--- config.mk ---
export PLATFORM = sky130hd
export DESIGN_NAME = tensor_vec_loader
export DESIGN_NICKNAME = d
export VERILOG_FILES = /design/src/rtl/tensor_pkg.sv /design/src/rtl/vec_bank.sv /design/src/rtl/tensor_vec_loader.sv
export SDC_FILE = /design/constraint.sdc
export NUM_CORES = 1
export LEC_CHECK = 0
export ABC_CLOCK_PERIOD_IN_PS = 9600
export BUFFER_PORTS_ARGS = -buffer_cell sky130_fd_sc_hd__clkbuf_2
export CAP_MARGIN = 20
export CORE_MARGIN = 2
export CORE_UTILIZATION = 45
export DETAILED_ROUTE_END_ITERATION = 6
export GPL_ROUTABILITY_DRIVEN = 1
export PLACE_DENSITY = 0.65
export SETUP_SLACK_MARGIN = 0.15
export SYNTH_ARGS = -nofsm -noshare
export SYNTH_HDL_FRONTEND = slang
export SYNTH_HIERARCHICAL = 1
export SYNTH_SLANG_ARGS = --single-unit
--- constraint.sdc ---
create_clock -name clk -period 9.6 [get_ports clk]
set_input_delay 0.48 -clock clk [delete_from_list [all_inputs] [get_ports clk]]
set_output_delay 0.48 -clock clk [all_outputs]
set_load 0.02 [all_outputs]
--- src/rtl/tensor_pkg.sv ---
// Shared tensor element and vector types for the loader and the matmul kernel.
// Element k of a vector sits at bits [k*DATA_W +: DATA_W] of its flattened word.
package tensor_pkg;

  localparam int DATA_W  = 32;
  localparam int VEC_LEN = 4;
  localparam int VEC_W   = DATA_W * VEC_LEN;

  typedef logic [DATA_W-1:0] tensor_elem_t;
  typedef tensor_elem_t [VEC_LEN-1:0] tensor_vec_t;

endpackage

--- src/rtl/vec_bank.sv ---
// One ping-pong bank: element storage with an indexed write strobe,
// zero fill above the write index on commit, and a full flag.
module vec_bank #(
  parameter int DATA_W  = tensor_pkg::DATA_W,
  parameter int VEC_LEN = tensor_pkg::VEC_LEN,
  parameter int IDX_W   = $clog2(VEC_LEN)
) (
  input  logic                      clk,
  input  logic                      reset,
  input  logic                      i_we,
  input  logic [IDX_W-1:0]          i_idx,
  input  logic [DATA_W-1:0]         i_data,
  input  logic                      i_commit,
  input  logic                      i_clr,
  output logic                      o_full,
  output logic [VEC_LEN*DATA_W-1:0] o_data
);

  logic [VEC_LEN-1:0][DATA_W-1:0] r_mem;
  logic                           r_full;

  always_ff @(posedge clk or posedge reset) begin
    if (reset) begin
      r_mem  <= '0;
      r_full <= 1'b0;
    end else begin
      if (i_we) begin
        for (int k = 0; k < VEC_LEN; k++) begin
          if (k == int'(i_idx))
            r_mem[k] <= i_data;
          else if (i_commit && k > int'(i_idx))
            r_mem[k] <= '0;
        end
      end
      // commit and drain never hit the same bank in one cycle
      if (i_we && i_commit)
        r_full <= 1'b1;
      else if (i_clr)
        r_full <= 1'b0;
    end
  end

  assign o_full = r_full;
  assign o_data = r_mem;

endmodule

--- src/rtl/tensor_vec_loader.sv ---
// Serial element stream to VEC_LEN-wide vectors through two ping-pong banks,
// with pulses for zero-padded short vectors and vectors missing s_last.
module tensor_vec_loader #(
  parameter int DATA_W  = tensor_pkg::DATA_W,
  parameter int VEC_LEN = tensor_pkg::VEC_LEN
) (
  input  logic                      clk,
  input  logic                      reset,
  input  logic                      s_valid,
  output logic                      s_ready,
  input  logic [DATA_W-1:0]         s_data,
  input  logic                      s_last,
  output logic                      m_valid,
  input  logic                      m_ready,
  output logic [VEC_LEN*DATA_W-1:0] m_data,
  output logic                      pad_evt,
  output logic                      len_err
);

  localparam int IDX_W = $clog2(VEC_LEN);
  localparam int VEC_W = VEC_LEN * DATA_W;
  localparam logic [IDX_W-1:0] LAST_IDX = IDX_W'(VEC_LEN - 1);

  logic             r_wr_sel;
  logic             r_rd_sel;
  logic [IDX_W-1:0] r_wr_idx;
  logic             r_pad;
  logic             r_len_err;

  logic             w_full [2];
  logic [VEC_W-1:0] w_bank [2];
  logic             w_acc;
  logic             w_at_end;
  logic             w_commit;
  logic             w_drain;

  // s_ready depends only on registered state, never on m_ready
  assign s_ready  = !reset && !w_full[r_wr_sel];
  assign w_acc    = s_valid && s_ready;
  assign w_at_end = (r_wr_idx == LAST_IDX);
  assign w_commit = w_acc && (w_at_end || s_last);

  assign m_valid  = w_full[r_rd_sel];
  assign m_data   = w_bank[r_rd_sel];
  assign w_drain  = m_valid && m_ready;

  for (genvar g = 0; g < 2; g++) begin : g_bank
    vec_bank #(
      .DATA_W (DATA_W),
      .VEC_LEN(VEC_LEN),
      .IDX_W  (IDX_W)
    ) u_bank (
      .clk     (clk),
      .reset   (reset),
      .i_we    (w_acc && (r_wr_sel == 1'(g))),
      .i_idx   (r_wr_idx),
      .i_data  (s_data),
      .i_commit(w_commit),
      .i_clr   (w_drain && (r_rd_sel == 1'(g))),
      .o_full  (w_full[g]),
      .o_data  (w_bank[g])
    );
  end

  always_ff @(posedge clk or posedge reset) begin
    if (reset) begin
      r_wr_sel  <= 1'b0;
      r_rd_sel  <= 1'b0;
      r_wr_idx  <= '0;
      r_pad     <= 1'b0;
      r_len_err <= 1'b0;
    end else begin
      r_pad     <= w_commit && !w_at_end;
      r_len_err <= w_acc && w_at_end && !s_last;
      if (w_acc) begin
        if (w_commit) begin
          r_wr_idx <= '0;
          r_wr_sel <= !r_wr_sel;
        end else begin
          r_wr_idx <= r_wr_idx + 1'b1;
        end
      end
      if (w_drain)
        r_rd_sel <= !r_rd_sel;
    end
  end

  assign pad_evt = r_pad;
  assign len_err = r_len_err;

endmodule

Yosys cells after proc, flatten, opt, wreduce, memory -nomap -nowiden

Index checks and enable logic that the tools add are counted.

Equal/unequal tests: 4
Multiplexer cells: 20
Order comparisons: 5
Add/subtract/negate cells: 1
Reductions and logical operators: 38
Bitwise operators: 4

Operator list:

| kind                | number |
|---|---|
| $mux 128            | 3 |
| $mux 32             | 6 |
| $reduce_and 2->1    | 9 |
| $logic_and 1x1->1   | 16 |
| $mux 1              | 10 |
| $reduce_bool 2->1   | 5 |
| $logic_not 1->1     | 6 |
| $eq 2x2->1 const A  | 2 |
| $ge 2x2->1 const B  | 2 |
| $gt 2x2->1 const A  | 2 |
| $not 1->2           | 2 |
| $add 2x1->2 const B | 1 |
| $eq 1x2->1 const A  | 1 |
| $eq 2x2->1 const B  | 1 |
| $gt 1x2->1 const A  | 1 |
| $logic_not 2->1     | 1 |
| $mux 2              | 1 |
| $not 1->1           | 2 |
| $logic_or 1x1->1    | 1 |

Input port bits: 37
Register bits after elaboration: 264
Word-level logic and storage cells: 87
Output and inout bits: 132

Depth between registers and ports, before layout

Gate-level depths: netlist (run 1).

Word-level depth: 11
Depth in mapped cells: 9
Mapped depth without buffers: 6

By module

Netlist (run 1), hierarchy kept.

By module, submodules not included:

| module            | area each (um2) | instances | cells an instance |
|---|---|---|---|
| vec_bank          | 5,069.9         | 2         | 366 |
| tensor_vec_loader | 1,894.3         | 1         | 171 |

Worst setup path after synthesis (run 1)

Ideal clock, no wire load.

Path type: flip-flop to flip-flop
Start: register r_wr_sel
End: register g_bank[0].u_bank.r_mem (netlist bit g_bank[0].u_bank/o_data[0])
Path slack: 7.581 ns
Library setup time: 0.125 ns
Path buffers: 3
Arrival: 1.894 ns
Cell stages (with the launch flop): 10
Path through: dfrtp_1 -> mux2i_2 -> nand2_2 -> nor2_1 -> buf_6 -> nor2b_4 -> nor2b_4 -> buf_6 -> buf_6 -> mux2_4

Longest elaborated chain between the ends: 9
Elaborated cells on any way between the ends: 10
Those cells by class: mux: 3; bitwise: 2; reduce/logical: 5

RTL lines:

| what                                       | line                    | RTL |
|---|---|---|
| start, declared                            | tensor_vec_loader.sv:24 | `logic r_wr_sel;` |
| start signal, assigned                     | tensor_vec_loader.sv:78 | `r_wr_sel <= !r_wr_sel;` |
| $not 1->2 (not written as such)            | tensor_vec_loader.sv:38 | `assign s_ready = !reset && !w_full[r_wr_sel];` |
| $mux 1 (not written as such) (3 in series) | tensor_vec_loader.sv:38 |  |
| $logic_not 1->1                            | tensor_vec_loader.sv:38 |  |
| $logic_and 1x1->1                          | tensor_vec_loader.sv:38 |  |
| $logic_and 1x1->1                          | tensor_vec_loader.sv:39 | `assign w_acc = s_valid && s_ready;` |
| $logic_and 1x1->1 *                        | tensor_vec_loader.sv:55 | `.i_we (w_acc && (r_wr_sel == 1'(g))),` |
| $reduce_and 2->1 (no line) *               | --                      |  |
| end signal, assigned by index              | vec_bank.sv:30          | `r_mem[k] <= i_data;` |
| end, declared                              | vec_bank.sv:19          | `logic [VEC_LEN-1:0][DATA_W-1:0] r_mem;` |

Every way passes the cells marked *; elsewhere a longest branch is shown, timed or not. The select of a mux whose other input is x is not followed.
A chain may end at the register's enable or synchronous reset.

Final worst setup path (run 1)

Start: input port reset
End: register g_bank[0].u_bank.r_mem (netlist bit g_bank[0].u_bank/o_data[8])

Longest elaborated chain between the ends: 5

RTL lines:

| what                       | line                    | RTL |
|---|---|---|
| start, declared            | tensor_vec_loader.sv:8  | `input logic reset,` |
| $logic_not 1->1 (no line)  | --                      |  |
| $logic_and 1x1->1          | tensor_vec_loader.sv:38 |  |
| $logic_and 1x1->1          | tensor_vec_loader.sv:39 |  |
| $logic_and 1x1->1          | tensor_vec_loader.sv:55 |  |
| $reduce_and 2->1 (no line) | --                      |  |

No other way between the ends.

==> impl_metrics.toml, run 1 <==
[clocking]
htree_levels = 1
clockBufferDepth = 3
clockRootBuffer = "clkbuf_16"
cts_tree = "built"
post_cts_buffers = 0
clock_latency_ns = 0.54
clk_pin_slew_ns = 0.06
cts_buffers = 28
numClockSinks = 264

[power]
clock_power_share_pct = 20.1
power.share.switching_pct = 38.2
p_int_mw = 3.21
ir_drop_uv = 267
power.density_nw_per_um2 = 374
leakage_nw = 6.89
seqPwrFrac_pct = 37.9
power.switching_mw = 1.99
p_comb_share_pct = 42.0

[routing]
drc = 9
drtIter0Drc = 740
first_pass_iters = 7
detail-route-antenna-nets = 0
drt-total-wl_um = 32300
num_vias = 8216
drt-wirelength-per-cell_um = 23.3
viasPerCell = 5.93

[critical_path]
crit_type = "input port to flop"
reg2reg_to = "g_bank[0].u_bank/o_data[8]$_DFFE_PP0P_"
r2r_cells = 7
critPathTopFamily = "simple AND/OR/NAND/NOR gates"
cp_slowest_cell = "nor2_4"
crit_buf_inv = 3
r2r-start = "r_wr_sel$_DFFE_PP0P_"
cp_max_fo = 37
cp-end-kind = "flop"
critical_path.max_stage_delay_ns = 0.83
reg2reg_slack_ns = 5.91
cpMostUsedCell = "nor2b_4"
worstPathCellList = "dlygate4sd3_1 -> clkbuf_2 -> nor2b_1 -> nand2_2 -> nor2_4 -> nor2b_4 -> nor2b_4 -> buf_4 -> mux2_4"
required_ns = 10.02
critPathLaunchType = "input port"
crit_start = "reset"
arrival_ns = 4.26
crit_cells = 9
endpoint = "g_bank[0].u_bank/o_data[8]$_DFFE_PP0P_"

[sta]
skew_ns = 0.0160
rsz0062_at_grt = "false"
maxSlewHeadroom_pct = 23.2
finalSetupTns_ns = 0
hold_violations = 0
fin_crit_sh_pct = 40.1
tightestPinTransition_ns = 1.15
fmax_ghz = 0.260
min_period_ns = 3.85
slew_violations = 0
setup_viol = 0
worst_hold_slack_ns = 0.201

[logic_synthesis]
yosysSeqAreaShare_pct = 54.9
synth_edf_count = 0
yosysWarnings = 6
syn_nets = 941
avgSynthCellArea_um2 = 13.3
mappedNetlistArea_um2 = 12000
async_reset_ff_share_pct = 100
synthDistinctLibCells = 28
synth-seq-cells = 264
yosys_most_used_dff = "dfrtp_1"
synthCells = 903

[global_route]
track_usage_pct = 23.0
grt_max_degree = 74
grt_pass1_wl_um = 50800
grt_pass1_vias = 8327
antenna_found_initial = 0
globalRouteOverflowTotal = 0

[final_layout]
layout.nets = 1069
diodes = 0
nFillCells = 2237
layout-drive-gt1-share_pct = 42.0
areaGrowthSynthToFinish_pct = 15.4

[floorplanning]
start_util_pct = 46.0
die_area_um2 = 28100
row_count = 59
die_height_um = 168
die_w_um = 168
num_io_pins = 169
core_um2 = 26100

[run]
max_cap_viol_count = 0

[place]
routabilityCongestion = 0.749
dpl.hpwl_um = 18800
portBuffers = 168

[worst_hold_path]
hp-class = "input port to flop"

[status]
violations = "DRC"
status = "finished with violations"
-- metal layers --
layer  global-route usage (%)  vias to the layer above  part of all wire, %
met5                        0                        -                    0
met4                     4.95                        0                  1.4
met3                     3.38                       31                  5.6
met2                     34.4                      289                   44
met1                     35.7                     4298                   49
li1                         -                     3598                    -
-- cell type report --
cell class                 instances  area, um2  area share (%)
timing repair buffer             177        971            6.99
sequential                       264       6610            47.6
tap                              335        419            3.02
clock buffer                      42        855            6.15
multi-input combinational        555       4970            35.8
inverter                           5       28.8           0.207
clock inverter                     7       41.3           0.297
-- sequential cells by signal (all words and copies together) (netlist names) --
name,count
len_err,1
g_bank.u_bank/o_data,256
r_wr_sel,1
r_wr_idx,2
pad_evt,1
g_bank.u_bank/o_full,2
r_rd_sel,1
-- worst reg2reg max path, delay by kind of cell, from the launching register on --
kind | cells | cell delay (ns)
multiplexers | 2 | 0.68
flip-flops | 1 | 0.46
buffers and inverters | 1 | 0.43
AND/OR/NAND/NOR | 4 | 2.00
-- worst min path at each step --
stage               slack [ns]  depth (start not counted)                               startpoint                                      end
floorplan                 0.28                          1                                    reset                        len_err$_DFF_PP0_
detailed placement        0.48                          2  g_bank[0].u_bank/o_data[82]$_DFFE_PP0P_  g_bank[0].u_bank/o_data[82]$_DFFE_PP0P_
CTS                       0.17                          2                                   s_last                        len_err$_DFF_PP0_
finish                    0.20                          2                                   s_last                        len_err$_DFF_PP0_
global route              0.18                          2                                   s_last                        len_err$_DFF_PP0_
global placement          0.47                          2  g_bank[0].u_bank/o_data[66]$_DFFE_PP0P_  g_bank[0].u_bank/o_data[66]$_DFFE_PP0P_
-- timing repair --
item | 4_1_cts | 5_1_grt
hold buffers | 1 | 0
resized for setup | 0 | 0
endpoints found under the hold margin | 6 | 0
-- power groups by stage --
stage,combinational [mW],sequential (mW),clock (mW)
global placement,2.16,1.96,0
finish,2.18,1.97,1.04
detailed placement,2.19,1.96,0
floorplan,1.69,1.82,0
global route,2.33,2.03,1.11
CTS,2.20,1.96,1.06
-- cell usage after synthesis, types with 2 or more instances --
| cell | number | area (um2) |
|---|---|---|
| a22o_1 | 128 | 1120 |
| o21ai_2 | 2 | 17.5 |
| mux2_2 | 133 | 1500 |
| nor2_1 | 3 | 11.3 |
| a32oi_1 | 64 | 561 |
| nand2_1 | 131 | 492 |
| o21ai_0 | 2 | 10.0 |
| nor2b_1 | 3 | 18.8 |
| clkbuf_1 | 16 | 60.1 |
| mux2_4 | 62 | 931 |
| nor3b_1 | 3 | 22.5 |
| nor2b_4 | 4 | 55.1 |
| and2_1 | 4 | 25.0 |
| buf_6 | 25 | 282 |
| inv_1 | 5 | 18.8 |
| dfrtp_1 | 264 | 6610 |
| o21ai_1 | 4 | 20.0 |
| and3_1 | 3 | 18.8 |
| buf_2 | 38 | 190 |
-- cell usage in the layout, fill, tap and decap left out, drive strengths merged --
cell | Yosys | routed
and2 | 5 | 5
dfrtp | 264 | 264
a32oi | 64 | 64
a21oi | 1 | 1
ha | 1 | 1
nor2b | 7 | 7
dlygate4sd3 | 0 | 1
nor2 | 3 | 3
inv | 5 | 6
nor3b | 3 | 3
clkbuf | 16 | 210
o211a | 1 | 1
nand2 | 132 | 132
clkinv | 0 | 5
mux2i | 1 | 1
nor3 | 1 | 1
and3 | 4 | 4
xor2 | 1 | 1
o21ai | 8 | 8
clkinvlp | 0 | 1
a22o | 128 | 128
mux2 | 195 | 195
buf | 63 | 8
-- cell families after synthesis --
logic type      count (synthesis)  share of synthesized area (%)
compound gates                202                           14.5
buf+inv                        84                           4.57
simple gates                  155                           5.56
flops                         264                           54.9
xor+xnor                        1                         0.0728
mux                           196                           20.3
fa+ha+maj                       1                          0.104
-- per-stage QoR --
stage | instances | cell area, um2 | utilization (%) | power (mW) | setup WS, ns
3_3_place_gp | 1332 | 12900 | 49.4 | 4.11 | 5.82
5_1_grt | 1385 | 13900 | 53.2 | 5.48 | 5.60
4_1_cts | 1383 | 13800 | 52.9 | 5.21 | 5.74
2_1_floorplan | 903 | 12000 | - | 3.50 | 5.68
6_report | 1385 | 13900 | 53.2 | 5.20 | 5.75
3_5_place_dp | 1333 | 12900 | 49.5 | 4.15 | 5.73
Note: power is estimated with default switching activity, not from simulation.
==> run 2, diff against run 1 <==
Settings changed: ABC_AREA set to 1, ABC_CLOCK_PERIOD_IN_PS 9600 to 3810.
Clock period 9.6 ns to 3.81 ns, I/O delays scaled along.
==> impl_metrics.toml, run 2 <==
[final_layout]
largest_register_ff_count = 256
layout-drive-gt1-share_pct = 15.1
diodes = 0
nFillCells = 2467
final_cell_mix = "nand2_1, dfrtp_1, nand3_1"
stdcell_count = 2081
areaGrowthSynthToFinish_pct = 18.6
final_common_cell = "nand2_1"
layout.nets = 1762

[critical_path]
r2r-start = "r_wr_idx[1]$_DFFE_PP0P_"
endpoint = "m_data[81]"
reg2reg_to = "g_bank[0].u_bank/o_data[72]$_DFFE_PP0P_"
critPathLaunchType = "flop"
reg2reg_slack_ns = 1.13
r2r_cells = 11
cp_max_fo = 92
arrival_ns = 2.79
cp-end-kind = "primary output"
required_ns = 3.62
crit_start = "r_rd_sel$_DFFE_PP0P_"
crit_type = "flop to primary output"

[place]
portBuffers = 168
dp_cells = 2024
dpl.hpwl_um = 22600
routabilityCongestion = 0.806

[floorplanning]
num_io_pins = 169
die_height_um = 167
core_um2 = 26100
die_area_um2 = 27900
start_util_pct = 45.9
row_count = 59
die_w_um = 167

[clocking]
cts_tree = "built"
cts_buffers = 28
clockRootBuffer = "clkbuf_16"
clockBufferDepth = 3
numClockSinks = 264
post_cts_resized = 0
clk_pin_slew_ns = 0.06
clock_latency_ns = 0.54
htree_levels = 1

[logic_synthesis]
syn_nets = 1632
yosysWarnings = 6
ys_top_cells_by_count = "nand2_1, dfrtp_1, nand3_1"
synth_top_family_by_area = "simple AND/OR/NAND/NOR gates"
synthDistinctLibCells = 18
synth.most_common_cell = "nand2_1"
yosysSeqAreaShare_pct = 55.2
synthTopCellsByArea = "dfrtp_1, nand2_1, nand3_1"
synthCells = 1594
synth.area.mux_share_pct = 0
async_reset_ff_share_pct = 100
synthAdderAreaFrac_pct = 0.105
mappedNetlistArea_um2 = 12000
yosys_most_used_dff = "dfrtp_1"
synth_xor_area_share_pct = 0
synth_compound_area_share_pct = 0.219
synth_area_leader_cell = "dfrtp_1"
synth_top_cell_area_share_pct = 55.2
avgSynthCellArea_um2 = 7.51
synth-seq-cells = 264
synth_edf_count = 0
yosys.area_share.simple_pct = 40.0

[global_route]
grt_pass1_vias = 10300
grt_max_degree = 100
antenna_found_initial = 0
track_usage_pct = 26.2
grt_pass1_wl_um = 58300
globalRouteOverflowTotal = 0

[sta]
slew_violations = 0
skew_ns = 0.0123
fin_crit_sh_pct = 78.2
maxSlewHeadroom_pct = 27.3
finalSetupTns_ns = 0
min_period_ns = 2.98
hold_violations = 0
tightestPinTransition_ns = 1.09
rsz0062_at_grt = "false"
setup_viol = 0
fmax_ghz = 0.336

[power]
leakage_nw = 8.29
ir_drop_uv = 465
power.density_nw_per_um2 = 901

[worst_hold_path]
hp-class = "input port to flop"
hold_depth = 3

[routing]
first_pass_iters = 5
num_vias = 10800
drt-total-wl_um = 37000
drtIter0Drc = 1178
drc = 0
viasPerCell = 5.20
drt-wirelength-per-cell_um = 17.8
detail-route-antenna-nets = 0

[status]
status = "finished, final reports clean"

[run]
max_cap_viol_count = 0
-- run 2: cell types whose count changed after synthesis, sizes merged, moves of 5 or more --
cell	previous run	this run
a32oi	64	0
nor2b	7	0
nand4	0	5
clkbuf	16	33
nor2	3	16
nand2	132	983
mux2	195	0
inv	5	22
and2	5	0
a22o	128	0
nand3	0	197
-- run 2: cell type report --
type / count / area (um2) / area share, %
Sequential cell: 264 / 6610 / 46.6
Multi-Input combinational cell: 1208 / 4850 / 34.2
Timing Repair Buffer: 200 / 1130 / 7.93
Clock buffer: 38 / 840 / 5.92
Tap cell: 335 / 419 / 2.95
Clock inverter: 14 / 251 / 1.77
Inverter: 22 / 95.1 / 0.670
-- run 2: logic make-up after synthesis --
| kind of cell | count (synthesis) |
|---|---|
| buf+inv | 122 |
| flops | 264 |
| compound gates | 5 |
| fa+ha+maj | 1 |
| simple gates | 1202 |
-- run 2: through the flow --
stage / setup WS [ns] / hold WS, ns / total power, mW / util, % / area, um2
final: 0.830 / 0.0187 / 12.8 / 54.5 / 14200
after global routing: 0.756 / 0.0148 / 13.6 / 54.5 / 14200
after CTS: 0.876 / 0.00231 / 12.8 / 54.5 / 14200
after detailed placement: 1.13 / 0.243 / 9.66 / 50.1 / 13100
after global placement: 1.10 / 0.238 / 9.55 / 50.0 / 13000
after floorplan: 0.179 / -0.0102 / 7.89 / - / 12000
-- run 2: what timing repair did --
item / in CTS / in global routing
endpoints found under the hold margin: 92 / 0
setup buffers: 0 / 0
hold buffers: 5 / 0
setup endpoints to repair: 0 / 0
-- run 2: worst min path at each step --
stage,slack [ns],start,endpoint
2_1_floorplan,-0.01,reset,len_err$_DFF_PP0_
3_3_place_gp,0.24,reset,len_err$_DFF_PP0_
3_5_place_dp,0.24,reset,pad_evt$_DFF_PP0_
4_1_cts,0.002,s_data[30],g_bank[1].u_bank/o_data[126]$_DFFE_PP0P_
5_1_grt,0.01,s_data[8],g_bank[1].u_bank/o_data[72]$_DFFE_PP0P_
6_report,0.02,s_data[30],g_bank[1].u_bank/o_data[94]$_DFFE_PP0P_
-- run 2: routing by layer --
metal	vias to the layer above	global-route usage (%)	wire length, um
li1	5190	-	-
met1	5160	37.9	16600
met2	408	41.1	16900
met3	63	4.09	2570
met4	0	7.68	912
met5	-	0	0
-- run 2: worst max-delay path: stages (launching register included) --
cell and delay [ns]:
dfrtp_4 0.73, buf_4 0.86, nand2_1 0.22, nand2_1 0.15, clkbuf_2 0.18
-- run 2: report_power, final --
| part | total, mW | internal [mW] | switching (mW) |
|---|---|---|---|
| Clock | 3.17 | 2.01 | 1.15 |
| Combinational | 4.98 | 1.47 | 3.51 |
| Sequential | 4.64 | 3.93 | 0.714 |
| Total | 12.8 | 7.41 | 5.38 |
==> run 3, diff against run 2 <==
Settings changed: ABC_CLOCK_PERIOD_IN_PS 3810 to 2950.
Clock period 3.81 ns to 2.95 ns, I/O delays scaled along.
==> impl_metrics.toml, run 3 (synthesis results as in run 2) <==
[routing]
routed-wl-met3_um = 2570
drc = 0
highest_layer = "met4"
drt-total-wl_um = 37300
drtIter0Drc = 1220
drt-wirelength-per-cell_um = 17.7
first_pass_iters = 5
met2_length_um = 17200
viasPerCell = 5.20
num_vias = 10900
detail-route-antenna-nets = 0
m1WireLength_um = 16600

[floorplanning]
die_height_um = 167
start_util_pct = 45.9
die_w_um = 167
num_io_pins = 169
core_um2 = 26100
row_count = 59
die_area_um2 = 27900

[sta]
setup_viol = 0
fmax_ghz = 0.399
slew_violations = 0
min_period_ns = 2.51
finalSetupTns_ns = 0
fin_crit_sh_pct = 85.1
rsz0062_at_grt = "false"
skew_ns = 0.0238
hold_violations = 0
tightestPinTransition_ns = 0.900
maxSlewHeadroom_pct = 40.0

[clocking]
numClockSinks = 264
clk_pin_slew_ns = 0.06
clockRootBuffer = "clkbuf_16"
clock_latency_ns = 0.55
post_cts_resized = 0
cts_tree = "built"
cts_buffers = 28
htree_levels = 1
clockBufferDepth = 3

[critical_path]
reg2reg_slack_ns = 0.61
r2r-start = "r_wr_sel$_DFFE_PP0P_"
cp-end-kind = "primary output"
required_ns = 2.80
crit_buf_inv = 3
r2r_cells = 12
critPathLaunchType = "flop"
cpMostUsedCell = "nand2_1"
crit_start = "r_rd_sel$_DFFE_PP0P_"
critPathTopFamily = "buffers and inverters"
crit_type = "flop to primary output"
worstPathCellList = "inv_4 -> buf_4 -> nand2_1 -> nand2_1 -> clkbuf_2"
cp_slowest_cell = "dfrtp_4"
critical_path.max_stage_delay_ns = 0.50
cp_max_fo = 50
arrival_ns = 2.36
reg2reg_to = "g_bank[0].u_bank/o_data[61]$_DFFE_PP0P_"

[place]
routabilityCongestion = 0.798
portBuffers = 168
dpl.hpwl_um = 22200

[worst_hold_path]
whs_endpoint = "g_bank[1].u_bank/o_data[67]$_DFFE_PP0P_"
hold_depth = 3
hp-class = "input port to flop"
min_from = "s_data[3]"

[final_layout]
layout.nets = 1789
final_common_cell = "nand2_1"
diodes = 0
largest_register_ff_count = 256
final_cell_mix = "nand2_1, dfrtp_1, nand3_1"
areaGrowthSynthToFinish_pct = 19.5
layout-drive-gt1-share_pct = 15.0

[power]
leakage_nw = 8.34
power.density_nw_per_um2 = 1130
finalPower_mw = 16.1
ir_drop_uv = 964

[global_route]
grt_pass1_vias = 10500
grt_pass1_wl_um = 58900
track_usage_pct = 26.4
antenna_found_initial = 0
grt_max_degree = 129
globalRouteOverflowTotal = 0

[run]
max_cap_viol_count = 0

[status]
status = "finished, final reports clean"
[run 3: worst reg2reg max path: cells and delay by family (launching register included)]
| family | cells | cell delay (ns) |
|---|---|---|
| simple gates | 9 | 0.99 |
| buf+inv | 3 | 0.80 |
| flops | 1 | 0.46 |
[run 3: per-layer routing]
layer  global-route usage, %  vias up
li1                        -     5246
met1                    38.6     5203
met2                    42.0      438
met3                    3.14       60
met4                    7.16        0
met5                       0        -
[run 3: power by group]
part           total [mW]  internal [mW]  leakage (nW)  switching (mW)
sequential           5.86           5.08          3.45           0.788
clock                3.60           2.16         0.480            1.44
combinational        6.65           1.94          4.41            4.71
[run 3: repair_timing]
item / 4_1_cts / 5_1_grt
buffers inserted: 0 / 0
endpoints found under the setup margin: 0 / 0
hold buffers: 27 / 0
hold endpoints to repair: 287 / 0
[run 3: area by class of cell]
type                       instances  area, um2
multi-input combinational       1208       4850
clock inverter                     9        106
inverter                          22       92.6
timing repair buffer             227       1380
clock buffer                      42        853
fill                            2512      11800
tap                              335        419
sequential                       264       6610
[run 3: how the worst max path moves through the flow]
stage / slack (ns) / end / cells past startpoint
after floorplan: 1.07 / g_bank[0].u_bank/o_full$_DFFE_PP0P_ / 8
after global placement: 0.64 / g_bank[0].u_bank/o_data[34]$_DFFE_PP0P_ / 13
after detailed placement: 0.55 / g_bank[0].u_bank/o_data[49]$_DFFE_PP0P_ / 13
after CTS: 0.43 / m_data[18] / 5
after global routing: 0.29 / g_bank[0].u_bank/o_data[48]$_DFFE_PP0P_ / 14
final: 0.44 / m_data[47] / 5
[run 3: metrics by stage]
stage	std cells	instance area [um2]	setup slack [ns]	util [%]	hold slack (ns)
after CTS	2107	14300	0.433	54.9	0.000260
after detailed placement	2029	13100	0.554	50.2	0.147
final	2107	14300	0.441	54.9	0.00459
after global routing	2107	14300	0.290	54.9	0.00407
after floorplan	1594	12000	1.07	-	-0.0532
after global placement	2029	13100	0.638	50.2	0.144
